===== config.mk =====
export PLATFORM = sky130hd
export DESIGN_NAME = imm_ext_pipe
export DESIGN_NICKNAME = d
export VERILOG_FILES = /design/src/rtl/imm_ext_pipe.sv
export SDC_FILE = /design/constraint.sdc
export NUM_CORES = 1
export LEC_CHECK = 0
export ABC_AREA = 1
export CAP_MARGIN = 20
export CORE_UTILIZATION = 44
export DETAILED_ROUTE_END_ITERATION = 6
export GPL_ROUTABILITY_DRIVEN = 0
export PLACE_DENSITY = 0.83
export REMOVE_ABC_BUFFERS = 1
export SYNTH_ARGS = -nofsm -noshare
export SYNTH_HDL_FRONTEND = slang
export SYNTH_SLANG_ARGS = --single-unit
export TNS_END_PERCENT = 1

===== constraint.sdc =====
create_clock -name clk -period 1.15 [get_ports clk]
set_input_delay 0.1725 -clock clk [delete_from_list [all_inputs] [get_ports clk]]
set_output_delay 0.1725 -clock clk [all_outputs]
set_load 0.01 [all_outputs]

===== src/rtl/imm_ext_pipe.sv =====
// Registered immediate extender (sign / zero / upper / branch-offset) with a valid/ready handshake.
// Define IMM_EXT_SKID_EN to add a one-entry skid register so that in_ready comes straight from a flop.
module imm_ext_pipe #(
    parameter int N_IN     = 16,
    parameter int N_OUT    = 32,
    parameter int BR_SHIFT = 2
) (
    input  logic              clk,
    input  logic              rst,
    input  logic              in_valid,
    output logic              in_ready,
    input  logic [N_IN-1:0]   immed,
    input  logic [1:0]        mode,
    output logic              out_valid,
    input  logic              out_ready,
    output logic [N_OUT-1:0]  out,
    output logic              out_neg
);

    generate
        if (N_OUT < N_IN + BR_SHIFT) begin : g_param_check
            $error("imm_ext_pipe: N_OUT must be >= N_IN + BR_SHIFT");
        end
    endgenerate

    logic [N_OUT-1:0] sext_val;
    logic [N_OUT-1:0] ext_val;
    logic             in_xfer;
    logic             out_free;

    always_comb begin
        sext_val = {{(N_OUT-N_IN){immed[N_IN-1]}}, immed};
        ext_val  = sext_val;
        case (mode)
            2'b00:   ext_val = sext_val;
            2'b01:   ext_val = {{(N_OUT-N_IN){1'b0}}, immed};
            2'b10:   ext_val = {immed, {(N_OUT-N_IN){1'b0}}};
            default: ext_val = sext_val << BR_SHIFT;
        endcase
    end

    assign in_xfer  = in_valid && in_ready;
    // The output register may take a new word when it is empty or is handing its word over this cycle.
    assign out_free = !out_valid || out_ready;

`ifdef IMM_EXT_SKID_EN
    logic             skid_full;
    logic [N_OUT-1:0] skid_data;

    assign in_ready = !skid_full;

    always_ff @(posedge clk) begin
        if (rst) begin
            out_valid <= 1'b0;
            out       <= '0;
            out_neg   <= 1'b0;
            skid_full <= 1'b0;
            skid_data <= '0;
        end else if (out_free) begin
            // in_ready is low while the skid is full, so no new word can arrive alongside the drain.
            if (skid_full) begin
                out       <= skid_data;
                out_neg   <= skid_data[N_OUT-1];
                out_valid <= 1'b1;
                skid_full <= 1'b0;
            end else if (in_xfer) begin
                out       <= ext_val;
                out_neg   <= ext_val[N_OUT-1];
                out_valid <= 1'b1;
            end else begin
                out_valid <= 1'b0;
            end
        end else if (in_xfer) begin
            skid_data <= ext_val;
            skid_full <= 1'b1;
        end
    end
`else
    assign in_ready = out_free;

    always_ff @(posedge clk) begin
        if (rst) begin
            out_valid <= 1'b0;
            out       <= '0;
            out_neg   <= 1'b0;
        end else if (out_free) begin
            if (in_xfer) begin
                out       <= ext_val;
                out_neg   <= ext_val[N_OUT-1];
                out_valid <= 1'b1;
            end else begin
                out_valid <= 1'b0;
            end
        end
    end
`endif

endmodule

==> summary.md <==
| Metric | Value |
|---|---|
| Max incr delay on CP | `350 ps` |
| Post-Layout Cell Count | `331` |
| PD cells | `1210 nW/um^2` |
| Reg clk slew, reported paths | `100 ps` |
| Hold buffers post-CTS | `0` |
| Row count | `21` |
| P_leak | `roughly 1.1 nW` |
| GRT overflow | `0` |
| Post-DP HPWL | `2890 um` |
| CTS Buf Count | `5` |
| Initial Util | `0.465` |
| Post-Syn Area per Cell | `between 7 and 8 um^2` |
| Worst path buffer plus inverter count | `1` |
| Die X | `61.6 um` |
| Post-synthesis mux area share | `0` |
| Drt total wl | `about 4200 um` |
| CTS tree | `done` |
| Clk Latency, worst-skew pair | `330 ps` |
| Final Hold Slack | `278 ps` |
| Synth Area in Simple Gates | `0.271` |
| Min Tclk post-route | `1120 ps` |
| Worst Hold Class | `input pin to flop` |
| Outcome | `completed` |
| Final worst setup slack | `26.0 ps` |
| Tcrit/Tclk final | `0.977` |
| Yosys warnings | `0` |
| Area delta synth->final | `45.3%` |
| Cell family with most CP delay | `flip-flops` |
| Root Driver | `clkbuf_4` |
| Setup_tns | `0 ps` |
| Filler cells | `329` |
| FMAX | `0.890 GHz` |
| I/O pins | `57` |
| RSZ-0062 raised after global routing | `yes` |
| Placed cells | `320` |
| DR DRC count | `0` |
| Placeable Area | `3360 um^2` |
| Worst slew pin tran | `375 ps` |
| Initial antenna violation count | `0` |
| Fraction of the mapped netlist area in compound gates | `0.185` |
| Type of origin of the critical path | `flop` |
| Routed Antenna Nets | `0` |
| Mapped cell area | `1560 um^2` |
| Dpl ws | `-354 ps` |
| Seq/Total Area, Yosys | `0.422` |
| Largest family of logic cells by synthesized area | `simple AND/OR/NAND/NOR gates` |
| # diodes | `0` |
| Drt wl/cell | `~13 um` |
| Crit-path max FO | `2` |
| Synth cell types | `15` |
| IO buf count | `56` |
| Pin count of the biggest net entering global routing | `33` |
| Adder-Cell Fraction of Synth Area | `0` |
| Sink Count | `33` |
| Setup CP Type | `flop to primary output` |
| Global-route wire length before repair | `6240 um` |
| Clk_skew | `between 8 and 9 ps` |
| Worst EP arrival | `950 ps` |
| H-tree levels | `2` |
| XOR/XNOR share of the synthesized area | `0` |
| Pins Over Slew Limit | `0` |
| Cells after synthesis | `between 200 and 250` |
| Flops & latches, synth | `33` |
| Layout cells sized above 1 | `0.161` |
| Kind of end point of the critical path | `primary output` |
| GRT Total Usage | `0.225` |
| Final Hold Viols | `0` |
| Vias/cell | `slightly above 5` |
| Die H | `61.6 um` |
| Vias post-DR | `1684` |
| Die ar. | `3800 um^2` |
| Max transition margin | `0.750` |
| Finished Core Util | `0.676` |
| WP data required | `980 ps` |
| Max Cap Viol | `0` |
| Deepest clock path buffer count | `2` |
| Worst-path cell chain | `dlygate4sd2_1` |
| Slowest cell on the critical path | `dfxtp_1` |
| Vias in the first global route | `1533` |
| Final Setup Violations | `0` |
| First-pass iteration count of the detailed router | `4` |
| Maximum vdd drop | `0.760 mV` |
| Final nets | `between 300 and 400` |
| Initial DRC count | `46` |
| # Post-CTS Setup Buffers | `0` |
-- placed cells by master (no fill, tap or decap), types with 2 or more instances in the layout --
cell type        Yosys  routed
nand3_1             32      32
clkdlybuf4s50_1      0      18
inv_1               18      17
o21ai_0             16      16
a21oi_1             20      20
a21oi_2              4       4
nand3_2              2       2
dlymetal6s2s_1       0       3
o22ai_1             11      11
dlygate4sd2_1        0       7
clkdlybuf4s15_1      0      17
nand2_1             38      37
nor2_1              27      27
buf_6                4       2
buf_4                6      13
clkbuf_2             0      10
clkbuf_4             0       6
dfxtp_1             33      32
buf_2                5       2
buf_12               0       2
-- final timing paths --
check	from	endpoint	slack, ps	cells past startpoint
worst max-delay path	out[3]$_SDFFE_PP0P_	out[3]	30	1
worst min-delay path	in_valid	out_valid$_SDFFE_PP0N_	280	4
worst max register to register	out_valid$_SDFFE_PP0N_	out[2]$_SDFFE_PP0P_	60	6
worst min register to register	out[17]$_SDFFE_PP0P_	out[17]$_SDFFE_PP0P_	470	2
-- what timing repair did --
action / in CTS / in global routing
endpoints found under the setup margin: 41 / 54
pin swaps: 0 / 0
resized for setup: 41 / 47
gates cloned: 0 / 3
-- cells by family (layout without fill, tap and decap cells) --
group,Yosys count,in the layout
and+or+nand+nor,99,99
buffers and inverters,35,101
DFF,33,33
AOI/OAI and AO/OA,52,52
-- flip-flops by register name, indices dropped and copies added, names as in the netlist --
name / count
out_valid: 1
out: 32
-- power by group --
group | internal (W) | total, W | switching, W | leakage [nW]
combinational | 0.000286 | 0.000591 | 0.000305 | 0.744
clock | 0.000519 | 0.000911 | 0.000392 | 0.0455
sequential | 0.00122 | 0.00126 | 0.0000386 | 0.272
-- Yosys cell counts, drive strengths merged --
| cell type | instances | area (um^2) |
|---|---|---|
| o21ai | 17 | 85.1 |
| inv | 18 | 67.6 |
| dfxtp | 33 | 661 |
| nor2 | 27 | 101 |
| o22ai | 11 | 68.8 |
| nand3 | 34 | 180 |
| buf | 15 | 115 |
| clkbuf | 2 | 7.51 |
| nand2 | 38 | 143 |
| a21oi | 24 | 135 |
-- through the flow --
stage / total power [W] / cell area (um^2)
after CTS: 0.00275 / 2240
after global routing: 0.00288 / 2270
after detailed placement: 0.00190 / 2200
final: 0.00276 / 2270
after global placement: 0.00189 / 2200
after floorplan: 0.00153 / 1440
-- per-layer routing --
metal	vias to the layer above	GRT usage	wire, um
met5	-	0	0
met4	0	0.0667	37
met3	5	0.0735	323
met2	61	0.409	1980
met1	765	0.247	1900
li1	853	-	-
-- cell type report --
type / count / area (um^2) / area share
clock buffer: 7 / 55.1 / 0.0242
sequential: 33 / 662 / 0.291
clock inverter: 1 / 30.0 / 0.0132
inverter: 18 / 70.1 / 0.0308
multi-input combinational: 151 / 721 / 0.317
timing repair buffer: 75 / 677 / 0.298
tap: 46 / 57.6 / 0.0253
No activity file was read; power rests on OpenSTA's default activity.
